$ cat src/rtl/rtc_pkg.sv
// Shared limits, field widths and the 24 h -> 12 h display mapping for the RTC.
package rtc_pkg;

  localparam int SEC_W  = 6;
  localparam int MIN_W  = 6;
  localparam int HOUR_W = 5;

  localparam logic [SEC_W-1:0]  SEC_MAX  = 6'd59;
  localparam logic [MIN_W-1:0]  MIN_MAX  = 6'd59;
  localparam logic [HOUR_W-1:0] HOUR_MAX = 5'd23;

  // Midnight shows as 12, afternoon hours fold back by 12.
  function automatic logic [HOUR_W-1:0] to_12h(input logic [HOUR_W-1:0] h);
    if (h == 5'd0)
      return 5'd12;
    else if (h > 5'd12)
      return h - 5'd12;
    else
      return h;
  endfunction

endpackage

$ cat src/rtl/rtc_prescaler.sv
// Divides clk down to a one-cycle tick every CLK_DIV cycles; freezes when disabled.
module rtc_prescaler #(
  parameter int CLK_DIV = 50_000_000,
  parameter int DIV_W   = 26
) (
  input  logic clk,
  input  logic reset,
  input  logic enable,
  input  logic clear,
  output logic tick
);

  localparam logic [DIV_W-1:0] LAST = DIV_W'(CLK_DIV - 1);

  logic [DIV_W-1:0] count;

  // A clear (time load) in the terminal cycle swallows that tick.
  assign tick = enable && !clear && (count == LAST);

  // NOTE: sequential state uses non-blocking assignments so every register samples pre-edge values.
  always_ff @(posedge clk) begin
    if (reset)
      count <= '0;
    else if (clear)
      count <= '0;
    else if (enable)
      count <= (count == LAST) ? '0 : count + DIV_W'(1);
  end

endmodule

$ cat src/rtl/rtc_timekeeper.sv
// Real-time clock: sec/min/hour counters with validated load, 12/24 h view and a
// minute-resolution alarm with a sticky pending flag.
module rtc_timekeeper
  import rtc_pkg::*;
#(
  parameter int CLK_DIV = 50_000_000,
  parameter int DIV_W   = 26
) (
  input  logic              clk,
  input  logic              reset,
  input  logic              enable,
  input  logic              mode_24h,
  input  logic              set_time,
  input  logic [SEC_W-1:0]  set_sec,
  input  logic [MIN_W-1:0]  set_min,
  input  logic [HOUR_W-1:0] set_hour,
  input  logic              alarm_en,
  input  logic [MIN_W-1:0]  alarm_min,
  input  logic [HOUR_W-1:0] alarm_hour,
  input  logic              alarm_ack,
  output logic [SEC_W-1:0]  sec,
  output logic [MIN_W-1:0]  min,
  output logic [HOUR_W-1:0] hour,
  output logic              pm,
  output logic              sec_tick,
  output logic              set_err,
  output logic              alarm_hit,
  output logic              alarm_pending
);

  logic [SEC_W-1:0]  sec_q,  sec_n;
  logic [MIN_W-1:0]  min_q,  min_n;
  logic [HOUR_W-1:0] hour_q, hour_n;
  logic              load_ok;
  logic              tick;
  logic              alarm_match;

  assign load_ok = set_time && (set_sec <= SEC_MAX) && (set_min <= MIN_MAX)
                   && (set_hour <= HOUR_MAX);

  rtc_prescaler #(
    .CLK_DIV (CLK_DIV),
    .DIV_W   (DIV_W)
  ) u_prescaler (
    .clk    (clk),
    .reset  (reset),
    .enable (enable),
    .clear  (load_ok),
    .tick   (tick)
  );

  // Time one second ahead, with the full carry chain resolved in a single step.
  // NOTE: every always_comb output gets a default first so no path can infer a latch.
  always_comb begin
    sec_n  = sec_q + 6'd1;
    min_n  = min_q;
    hour_n = hour_q;
    if (sec_q == SEC_MAX) begin
      sec_n = '0;
      if (min_q == MIN_MAX) begin
        min_n  = '0;
        hour_n = (hour_q == HOUR_MAX) ? '0 : hour_q + 5'd1;
      end else begin
        min_n = min_q + 6'd1;
      end
    end
  end

  assign alarm_match = alarm_en && (sec_n == '0) && (min_n == alarm_min)
                       && (hour_n == alarm_hour);

  always_ff @(posedge clk) begin
    if (reset) begin
      sec_q         <= '0;
      min_q         <= '0;
      hour_q        <= '0;
      set_err       <= 1'b0;
      alarm_hit     <= 1'b0;
      alarm_pending <= 1'b0;
    end else begin
      set_err       <= set_time && !load_ok;
      alarm_hit     <= tick && alarm_match;
      // A fresh hit wins over a simultaneous acknowledge.
      alarm_pending <= (tick && alarm_match) || (alarm_pending && !alarm_ack);
      if (load_ok) begin
        sec_q  <= set_sec;
        min_q  <= set_min;
        hour_q <= set_hour;
      end else if (tick) begin
        sec_q  <= sec_n;
        min_q  <= min_n;
        hour_q <= hour_n;
      end
    end
  end

  assign sec      = sec_q;
  assign min      = min_q;
  assign hour     = mode_24h ? hour_q : to_12h(hour_q);
  assign pm       = (hour_q >= 5'd12);
  assign sec_tick = tick;

endmodule

$ cat config.mk
export PLATFORM = sky130hd
export DESIGN_NAME = rtc_timekeeper
export DESIGN_NICKNAME = d
export VERILOG_FILES = /design/src/rtl/rtc_pkg.sv /design/src/rtl/rtc_prescaler.sv /design/src/rtl/rtc_timekeeper.sv
export SDC_FILE = /design/constraint.sdc
export NUM_CORES = 1
export LEC_CHECK = 0
export CAP_MARGIN = 10
export CORE_MARGIN = 10
export CORE_UTILIZATION = 57
export DETAILED_ROUTE_END_ITERATION = 10
export MAX_ROUTING_LAYER = met4
export PLACE_DENSITY = 0.9
export SLEW_MARGIN = 40
export SYNTH_ARGS = -nofsm -noshare
export SYNTH_HDL_FRONTEND = slang
export SYNTH_SLANG_ARGS = --single-unit
$ cat constraint.sdc
create_clock -name clk -period 7.23 [get_ports clk]
set_input_delay 0.723 -clock clk [delete_from_list [all_inputs] [get_ports clk]]
set_output_delay 0.723 -clock clk [all_outputs]
set_load 0.005 [all_outputs]
# After elaboration in Yosys (flattened, before gate mapping)
# Index checks and enable logic that the tools add are counted.
# Widths: inputs -> output; s select.
[totals]
reg_bits = 46
input_bits = 35
output_inout_bits = 22
wordCells = 57
[classes]
add_sub_neg = 5
magnitude_cmp = 5
n_eq_ne = 6
n_mux = 16
n_reduce_logical = 18
[ops]
columns = ["op", "n"]
rows = [
  ["$mux 6", 7],
  ["$mux 5", 8],
  ["$add 26x1->26 const B", 1],
  ["$eq 26x26->1 const B", 1],
  ["$mux 26", 1],
  ["$add 6x1->6 const B", 2],
  ["$eq 6x6->1 const B", 2],
  ["$le 6x6->1 const B", 2],
  ["$logic_and 1x1->1", 11],
  ["$eq 6x6->1", 1],
  ["$logic_not 6->1", 1],
  ["$add 5x1->5 const B", 1],
  ["$eq 5x5->1", 1],
  ["$eq 5x5->1 const B", 1],
  ["$ge 5x4->1 const B", 1],
  ["$gt 5x4->1 const B", 1],
  ["$le 5x5->1 const B", 1],
  ["$logic_not 5->1", 1],
  ["$sub 5x4->5 const B", 1],
  ["$logic_not 1->1", 2],
  ["$reduce_bool 2->1", 1],
  ["$reduce_or 2->1", 1],
  ["$logic_or 1x1->1", 1],
]

# Logic depth before layout (Yosys ltp)
# Gate-level depths: netlist (run 1).
[logic_depth]
ltp_word = 9
depth_mapped = 10
ltp_nobuf = 9

# Hierarchy
# Synthesis (run 1) repeated with hierarchy kept, for this count alone.
[hier_totals]
hier_cells = 396
area_unflattened_um2 = 3084.2
[modules_own_cells]
columns = ["module", "instances", "cells_per_inst", "area_each_um2", "seq_area_each_um2"]
rows = [
  ["rtc_timekeeper", 1, 250, 1808.0, 400.4],
  ["rtc_prescaler", 1, 146, 1276.2, 520.5],
]

# Worst setup path after synthesis (run 1)
# Ideal clock, no wire load.
[synth_path]
kind = "register to register"
start = "reg sec_q[0] (netlist: sec[0])"
end = "reg alarm_pending"
setup_ps = 68
arrival_ps = 2672
t_required_ps = 7162
slack_ps = 4490
path_stages_with_launch = 10
path_buffers = 1
period_less_slack_ps = 2740
cell_sequence = "dfxtp_1 > ha_1 > buf_4 > nand4_4 > a2111oi_0 > mux2i_1 > nor2_1 > a2111o_1 > or4_4 > o21ai_2"
[synth_between]
elab_chain_len = 8
word_cells_on_any_way = 13
cone_classes = "1 x add/sub; 3 x eq/ne; 3 x mux; 6 x reduce/logical"
[synth_rtl]
columns = ["element", "line", "text"]
rows = [
  ["start, declared", "rtc_timekeeper.sv:31", "logic [SEC_W-1:0] sec_q, sec_n;"],
  ["start signal, assigned", "rtc_timekeeper.sv:86", "sec_q <= set_sec;"],
  ["start signal, assigned", "rtc_timekeeper.sv:90", "sec_q <= sec_n;"],
  ["$add 6x1->6 / $eq 6x6->1 (equally long branches)", "rtc_timekeeper.sv:55, rtc_timekeeper.sv:58", ""],
  ["$mux 6", "rtc_timekeeper.sv:58", "if (sec_q == SEC_MAX) begin"],
  ["$logic_not 6->1", "rtc_timekeeper.sv:69", "assign alarm_match = alarm_en && (sec_n == '0) && (min_n == alarm_min)"],
  ["$logic_and 1x1->1 (2 in a row)", "rtc_timekeeper.sv:69", ""],
  ["$logic_and 1x1->1 *", "rtc_timekeeper.sv:70", "&& (hour_n == alarm_hour);"],
  ["$logic_and 1x1->1 *", "rtc_timekeeper.sv:84", "alarm_pending <= (tick && alarm_match) || (alarm_pending && !alarm_ack);"],
  ["$logic_or 1x1->1 *", "rtc_timekeeper.sv:84", ""],
  ["end signal, assigned", "rtc_timekeeper.sv:84", ""],
  ["end, declared", "rtc_timekeeper.sv:28", "output logic alarm_pending"],
]
# Mark *: on every way between the ends. The rest lies on a longest branch, timed or not.
# A chain may end at the register's enable or synchronous reset.

# Worst setup path in the final report (run 1)
[layout_path]
start = "in enable"
end = "out sec_tick"
[layout_between]
elab_chain_len = 2
[layout_rtl]
columns = ["element", "line", "text"]
rows = [
  ["start, declared", "rtc_timekeeper.sv:11", "input logic enable,"],
  ["$logic_and 1x1->1 (2 in a row)", "rtc_prescaler.sv:18", "assign tick = enable && !clear && (count == LAST);"],
  ["end, declared", "rtc_timekeeper.sv:25", "output logic sec_tick,"],
]
# No other way between the ends.

==> summary.txt, run 1 <==
Drt
  • ANT nets after route: 0
  • Top layer in use: met4
  • DR vias: 3045
  • Met2 WL: between 4 and 5 mm
  • Drt total wl: just over 8 mm
  • Routed WL per cell: about 16 µm
  • Initial DRC Count: 284
  • Met3 Routed Length: 528 µm
  • DR DRC count: 0
  • DRT Pass-1 Iters: 5
  • Met1 wire length: between 3 and 4 mm
  • Vias per inst: approximately 6

Logic synthesis
  • Yosys cell types: 55
  • YS warnings: 0
  • Register area share after synthesis: 30.8%
  • Number of synthesized flops with an enable pin: 0
  • Top-area cell type share of the netlist area: 30.8%
  • Main flop type after synthesis: dfxtp_1
  • Post-synth top area cell: dfxtp_1
  • Synth area leaders: dfxtp_1, nor2_1, xnor2_1
  • #FFs+latches synth: 46
  • Post-Syn Instances: ~380
  • Mapped cell area: ~3000 µm²
  • Syn nets: 425
  • Mean area per synthesized cell: 7.83 µm²
  • FFs w/ async S/R, synth: 0%
  • Commonest cells in the netlist: nor2_1, dfxtp_1, nand2_1
  • Top-count cell post-synth: nor2_1

Clock network
  • Hold buffer count at CTS: 0
  • Worst-path clk slew: about 0.090 ns
  • Setup Fix Bufs, Post-CTS: 0
  • Max Root-Sink Buffers: 2
  • Worst-skew pair later-pin latency: 0.31 ns
  • H-tree Lvls: 2
  • Clk sinks: 46
  • CTS tree: yes
  • Total CTS buffers: 5
  • PostCTS Resize Cnt: 0
  • Clock root cell: clkbuf_8

Timing
  • Final TNS setup: 0 ns
  • Layout Skew: 0.00610 ns
  • Max_slew headroom: 44.3%
  • Final setup viols: 0
  • Final worst-path cycle share: a little under half
  • F_max: ~0.3 GHz
  • Worst-Margin Slew: 0.834 ns
  • Final Hold Vio Count: 0
  • RSZ-0062 raised after global routing: false
  • Final critical-path required period: 3.33 ns
  • Slew Viols, Final: 0

Worst setup path
  • Crit path kind: in2out
  • Crit path to: sec_tick
  • CP Cell Sequence: clkdlybuf4s50_1 > and3_1 > nand2b_1 > nor4b_1 > clkdlybuf4s50_1
  • Crit-path slowest cell: clkdlybuf4s50_1
  • R2r setup slk: 4.06 ns
  • Arrival time worst endpoint: about 2.6 ns
  • Crit path launch: enable
  • CP required: 6.51 ns
  • Buffers & Inverters on Critical Path: 2
  • Critical R2R Capture: alarm_pending$_SDFF_PP0_
  • Startpoint class of the critical path: input pin
  • RR Startpoint: sec[0]$_SDFFE_PP0P_
  • Worst-path fanout max: 8
  • Max stage delay on crit path: 0.57 ns
  • Worst r2r path cells: 8
  • Family with the most delay on the worst path: buffers and inverters
  • Worst setup EP type: output port
  • Critical path depth in cells: 5
  • CP dominant cell by count: clkdlybuf4s50_1

Global route
  • Overflow after GRT: 0
  • Largest net degree at the start of global routing: 34
  • First-pass GRT wire length: 13.6 mm
  • GRT Total Usage: 19.4%
  • Vias in the first global route: 2874
  • Initial antenna violation count: 0

Hold path
  • Type of the tightest min-delay check: reg2reg

Pwr
  • Maximum VDD drop: 0.000104 V
  • Pleak: 1.18 nW
  • Sw frac: 29.8%
  • Combinational power share: 18.9%
  • Seq pwr share: about half
  • Int Power: 388 µW
  • PwrDens: approximately 150 nW/µm²
  • Clk pwr share: 29.8%
  • Switch Pwr: 165 µW

Floorplan
  • Die X: between 90 and 100 µm
  • # IOs: 57
  • Die height: 92.4 µm
  • Initial Utilization: 58.6%
  • Core Area: 5110 µm²
  • Num rows: 26
  • Die Footprint: 8550 µm²

Final layout
  • Final #Nets: 469
  • Area taken by multi-input logic gates: 1930 µm²
  • Fillers: 419
  • Sequential cell area: 921 µm²
  • Share of layout cells above drive strength 1: 4.92%
  • # diodes: 0
  • Area grow syn2layout: 21.5%
  • Post-layout util: 71.2%

Flow run
  • Max-Cap Viols: 0

Place
  • Port bufs: 56
  • Gp weighted congestion: just over 0.9
  • Post-DP HPWL: 6.07 mm

Status
  • Status: finished clean
## placed cells by master (no fill, tap or decap), drive strengths merged, types with 3 or more instances in the layout
cell type	instances
o31ai	3
ha	8
dfxtp	46
and2	3
nand2	41
xor2	15
or4	4
nor3	12
a31oi	5
o211ai	3
nor2	55
o21ai	20
nand3	11
a311oi	11
o311ai	3
nor2b	6
clkbuf	5
xnor2	18
nor4	5
nand4	15
nand2b	4
or3	11
mux2i	5
inv	8
clkdlybuf4s50	56
and3	8
a21oi	15
## flip-flops by register name, summed over array words and instances, names as in the netlist
signal,count
sec,6
u_prescaler.count,26
min,6
alarm_hit,1
set_err,1
hour_q,5
alarm_pending,1
## logic make-up after synthesis
group / share of synthesized area [%]
AND/OR/NAND/NOR: 32.4
adder cells (fa/ha/maj): 3.35
XOR/XNOR: 9.66
buffers and inverters: 4.89
multiplexers: 1.67
AO/OA/AOI/OAI: 17.2
flip-flops: 30.8
## routing by layer
metal | up-vias | global-route usage, %
met1 | 1434 | 22.4
met2 | 131 | 33.2
met4 | 0 | 5.91
met5 | - | -
met3 | 15 | 3.87
li1 | 1465 | -
## area by class of cell
class | instances | area share (%)
multi-input combinational | 307 | 53.1
sequential | 46 | 25.3
timing repair buffer | 58 | 15.8
tap | 70 | 2.41
clock buffer | 5 | 1.89
inverter | 8 | 0.826
clock inverter | 3 | 0.585
## per-stage QoR
step                      cell area, µm²  worst slack [ns]  total power, mW  hold WS, ns  cells
after floorplan                     2990              4.49            0.341        0.453    382
after global placement              3540              3.94            0.389        0.439    489
after detailed placement            3540              3.91            0.393        0.460    489
after CTS                           3630              3.90            0.553        0.474    497
after global routing                3630              3.75            0.576        0.510    497
final                               3630              3.90            0.553        0.472    497
## worst min path at each step
stage / from / end / slack (ns) / depth (start not counted)
2_1_floorplan: alarm_pending$_SDFF_PP0_ / alarm_pending$_SDFF_PP0_ / 0.45 / 2
3_3_place_gp: alarm_pending$_SDFF_PP0_ / alarm_pending$_SDFF_PP0_ / 0.44 / 2
3_5_place_dp: alarm_pending$_SDFF_PP0_ / alarm_pending$_SDFF_PP0_ / 0.46 / 2
4_1_cts: alarm_pending$_SDFF_PP0_ / alarm_pending$_SDFF_PP0_ / 0.47 / 2
5_1_grt: alarm_pending$_SDFF_PP0_ / alarm_pending$_SDFF_PP0_ / 0.51 / 2
6_report: alarm_pending$_SDFF_PP0_ / alarm_pending$_SDFF_PP0_ / 0.47 / 2
## worst reg2reg max path: cells and delay by family, from the launching register on
kind            cells  cell delay [ns]
compound gates      3             1.21
fa+ha+maj           1             0.41
flops               1             0.44
mux                 1             0.26
simple gates        3             0.80
## power groups by stage
stage | logic [mW] | clock network (mW) | registers (mW)
after global routing | 0.114 | 0.176 | 0.286
final | 0.105 | 0.165 | 0.284
after floorplan | 0.0641 | 0 | 0.277
after global placement | 0.101 | 0 | 0.288
after detailed placement | 0.104 | 0 | 0.289
after CTS | 0.105 | 0.165 | 0.283
No activity file was read; power rests on OpenSTA's default activity.
==> inputs of run 2 (changes only) <==
--- a/config.mk
+++ b/config.mk
@@ -7,10 +7,10 @@
 export LEC_CHECK = 0
 export CAP_MARGIN = 10
 export CORE_MARGIN = 10
-export CORE_UTILIZATION = 57
+export CORE_UTILIZATION = 47
 export DETAILED_ROUTE_END_ITERATION = 10
 export MAX_ROUTING_LAYER = met4
-export PLACE_DENSITY = 0.9
+export PLACE_DENSITY = 0.8
 export SLEW_MARGIN = 40
 export SYNTH_ARGS = -nofsm -noshare
 export SYNTH_HDL_FRONTEND = slang
==> constraint.sdc (replaced) <==
create_clock -name clk -period 2.8 [get_ports clk]
set_input_delay 0.28 -clock clk [delete_from_list [all_inputs] [get_ports clk]]
set_output_delay 0.28 -clock clk [all_outputs]
set_load 0.005 [all_outputs]
==> run 2 against run 1 <==
Compared with the run above:
- wire length grew 3.7%
- cell count grew 5.6%
- global-route usage shrank 2.0 points
- clock skew is essentially flat
- die area grew 16%
- sequential power grew to 2.5 times the previous value
- count of clock-buffer cells in the layout grew 1
==> summary.txt, run 2 (same netlist as run 1, synthesis figures left out) <==
Worst setup path
  • Buffers & Inverters on Critical Path: 1 (-1)
  • Worst-path fanout max: 7 (-1)
  • Crit-path slowest cell: or4_4
  • Max stage delay on crit path: 0.50 ns (-0.07 ns)
  • Family with the most delay on the worst path: compound AO/OA/AOI/OAI gates
  • R2r setup slk: 0.18 ns (-3.88 ns)
  • CP Cell Sequence: ha_1 > nand2b_1 > a2111oi_1 > buf_4 > mux2i_1 > nor2_1 > a2111o_1 > or4_4 > o21ai_2
  • Worst r2r path cells: 9 (+1)
  • Arrival time worst endpoint: 2.87 ns (+0.27 ns)
  • Worst setup EP type: flop
  • CP required: 3.05 ns (-3.46 ns)
  • Critical R2R Capture: alarm_pending$_SDFF_PP0_
  • RR Startpoint: min[0]$_SDFFE_PP0P_
  • Startpoint class of the critical path: flop
  • Crit path kind: reg2reg

Place
  • Pre-CTS setup slack: 0.135 ns (-3.78 ns)
  • Gp weighted congestion: 0.972 (+6.8%)
  • Port bufs: 56 (unchanged)
  • Post-DP HPWL: 6.42 mm (+5.8%)

Timing
  • Hold_ws: 0.485 ns (+0.0128 ns)
  • Final TNS setup: 0 ns (unchanged)
  • Worst-Margin Slew: 0.449 ns (-0.384 ns)
  • RSZ-0062 raised after global routing: false
  • Max_slew headroom: 70.0% (+26 points)
  • Final WS setup: 0.177 ns (-3.73 ns)
  • Layout Skew: 0.00654 ns (+0.000443 ns)
  • Final setup viols: 0 (unchanged)
  • F_max: 0.381 GHz
  • Final Hold Vio Count: 0 (unchanged)
  • Final worst-path cycle share: 93.7%
  • Final critical-path required period: 2.62 ns
  • Slew Viols, Final: 0 (unchanged)

Pwr
  • Int Power: 1.02 mW (+160%)
  • Pleak: 1.29 nW (+9.2%)
  • Seq pwr share: 49.2% (-2.1 points)
  • Maximum VDD drop: 0.000266 V (+160%)
  • PwrDens: 381 nW/µm² (+150%)
  • Combinational power share: 22.0% (+3.1 points)
  • Total power: 1.45 mW (+160%)
  • Sw frac: 29.3% (-0.52 points)
  • Switch Pwr: 424 µW (+160%)
  • Clk pwr share: 28.9% (-0.9 points)

Hold path
  • Hold path cells: 2 (unchanged)
  • Hold Crit Start: alarm_pending$_SDFF_PP0_
  • Min-Delay Endpoint: alarm_pending$_SDFF_PP0_
  • Type of the tightest min-delay check: reg2reg

Drt
  • DR DRC count: 0 (unchanged)
  • DR vias: 3038 (-0.23%)
  • ANT nets after route: 0 (unchanged)
  • DRT Pass-1 Iters: 5 (unchanged)
  • Initial DRC Count: 176 (-38%)
  • Routed WL per cell: 16.2 µm (-1.9%)
  • Vias per inst: 5.79 (-5.6%)
  • Drt total wl: 8.49 mm (+3.7%)

Flow run
  • Max-Cap Viols: 0 (unchanged)

Final layout
  • Max FFs per register: 26 (unchanged)
  • Share of layout cells above drive strength 1: 9.60% (+4.7 points)
  • Final #Nets: 490 (+4.5%)
  • Post-layout util: 60.5% (-11 points)
  • Top reg by flops: u_prescaler.count
  • Commonest non-fill, non-tap cell in the layout: clkdlybuf4s50_1
  • Area grow syn2layout: 26.9%
  • # diodes: 0 (unchanged)
  • Most frequent cells in the layout: clkdlybuf4s50_1, nor2_1, dfxtp_1

Global route
  • First-pass GRT wire length: 14.3 mm (+4.7%)
  • Vias in the first global route: 2909 (+1.2%)
  • Overflow after GRT: 0 (unchanged)
  • Largest net degree at the start of global routing: 34 (unchanged)
  • Initial antenna violation count: 0 (unchanged)
  • GRT Total Usage: 17.4% (-2.0 points)

Clock network
  • Clk sinks: 46 (unchanged)
  • Worst-path clk slew: 0.09 ns (about the same)
  • Max Root-Sink Buffers: 2 (unchanged)
  • Worst-skew pair later-pin latency: 0.31 ns (about the same)
  • Setup Fix Bufs, Post-CTS: 0 (unchanged)
  • Total CTS buffers: 5 (unchanged)
  • Clock root cell: clkbuf_8
  • CTS tree: yes
  • H-tree Lvls: 2 (unchanged)

Floorplan
  • Num rows: 29 (+12%)
  • Core Area: 6280 µm² (+23%)
  • # IOs: 57 (unchanged)
  • Die height: 99.8 µm (+7.9%)
  • Initial Utilization: 47.7% (-11 points)
  • Die Footprint: 9960 µm² (+16%)
  • Die X: 99.8 µm (+7.9%)

Status
  • Status: finished clean
[run 2: changes by cell type in the layout (fill, tap and decap cells not counted)]
cell / delta
nor4_2: -1
clkinvlp_4: -1
dfxtp_1: -3
buf_4: +21
a2111oi_0: -1
dfxtp_2: +3
a2111oi_1: +1
clkbuf_1: +1
nor4_1: +1
[run 2: per-stage QoR]
stage	instances	instance area, µm²
6_report	525	3800
5_1_grt	525	3800
4_1_cts	525	3790
3_5_place_dp	517	3700
3_3_place_gp	517	3700
2_1_floorplan	382	2990
[run 2: worst max path at each step]
stage / start / endpoint / slack, ns / depth (start not counted)
4_1_cts: min[0]$_SDFFE_PP0P_ / alarm_pending$_SDFF_PP0_ / 0.09 / 9
6_report: min[0]$_SDFFE_PP0P_ / alarm_pending$_SDFF_PP0_ / 0.18 / 9
2_1_floorplan: sec[0]$_SDFFE_PP0P_ / alarm_pending$_SDFF_PP0_ / 0.06 / 9
5_1_grt: min[0]$_SDFFE_PP0P_ / alarm_pending$_SDFF_PP0_ / 0.005 / 9
3_3_place_gp: min[0]$_SDFFE_PP0P_ / alarm_pending$_SDFF_PP0_ / 0.19 / 9
3_5_place_dp: min[0]$_SDFFE_PP0P_ / alarm_pending$_SDFF_PP0_ / 0.14 / 9
[run 2: cell type report]
type | instances | area [µm²]
multi-input combinational | 307 | 1930
timing repair buffer | 79 | 733
inverter | 8 | 30.0
fill | 559 | 2480
clock inverter | 2 | 13.8
clock buffer | 6 | 72.6
tap | 77 | 96.3
sequential | 46 | 925
[run 2: per-layer routing]
| metal | vias up | routed length (µm) | global-route usage (%) |
|---|---|---|---|
| met2 | 111 | 4040 | 28.0 |
| met4 | 0 | 70 | 3.09 |
| li1 | 1510 | - | - |
| met5 | - | 0 | - |
| met1 | 1408 | 3760 | 22.1 |
| met3 | 9 | 630 | 3.91 |
[run 2: power by group through the flow]
stage	Clock, mW	Combinational [mW]	Sequential, mW
2_1_floorplan	0	0.165	0.716
3_3_place_gp	0	0.315	0.724
3_5_place_dp	0	0.319	0.725
4_1_cts	0.428	0.321	0.710
5_1_grt	0.450	0.351	0.717
6_report	0.418	0.318	0.712
[run 2: repair_timing]
action	in CTS	in global routing
setup endpoints to repair	0	2
resized for setup	0	4
hold buffers	0	0
[run 2: worst min-delay path, delay by kind of cell, from the launching register on]
family	cells	cell delay, ns
AOI/OAI and AO/OA	1	0.05
DFF	1	0.32
and+or+nand+nor	1	0.07
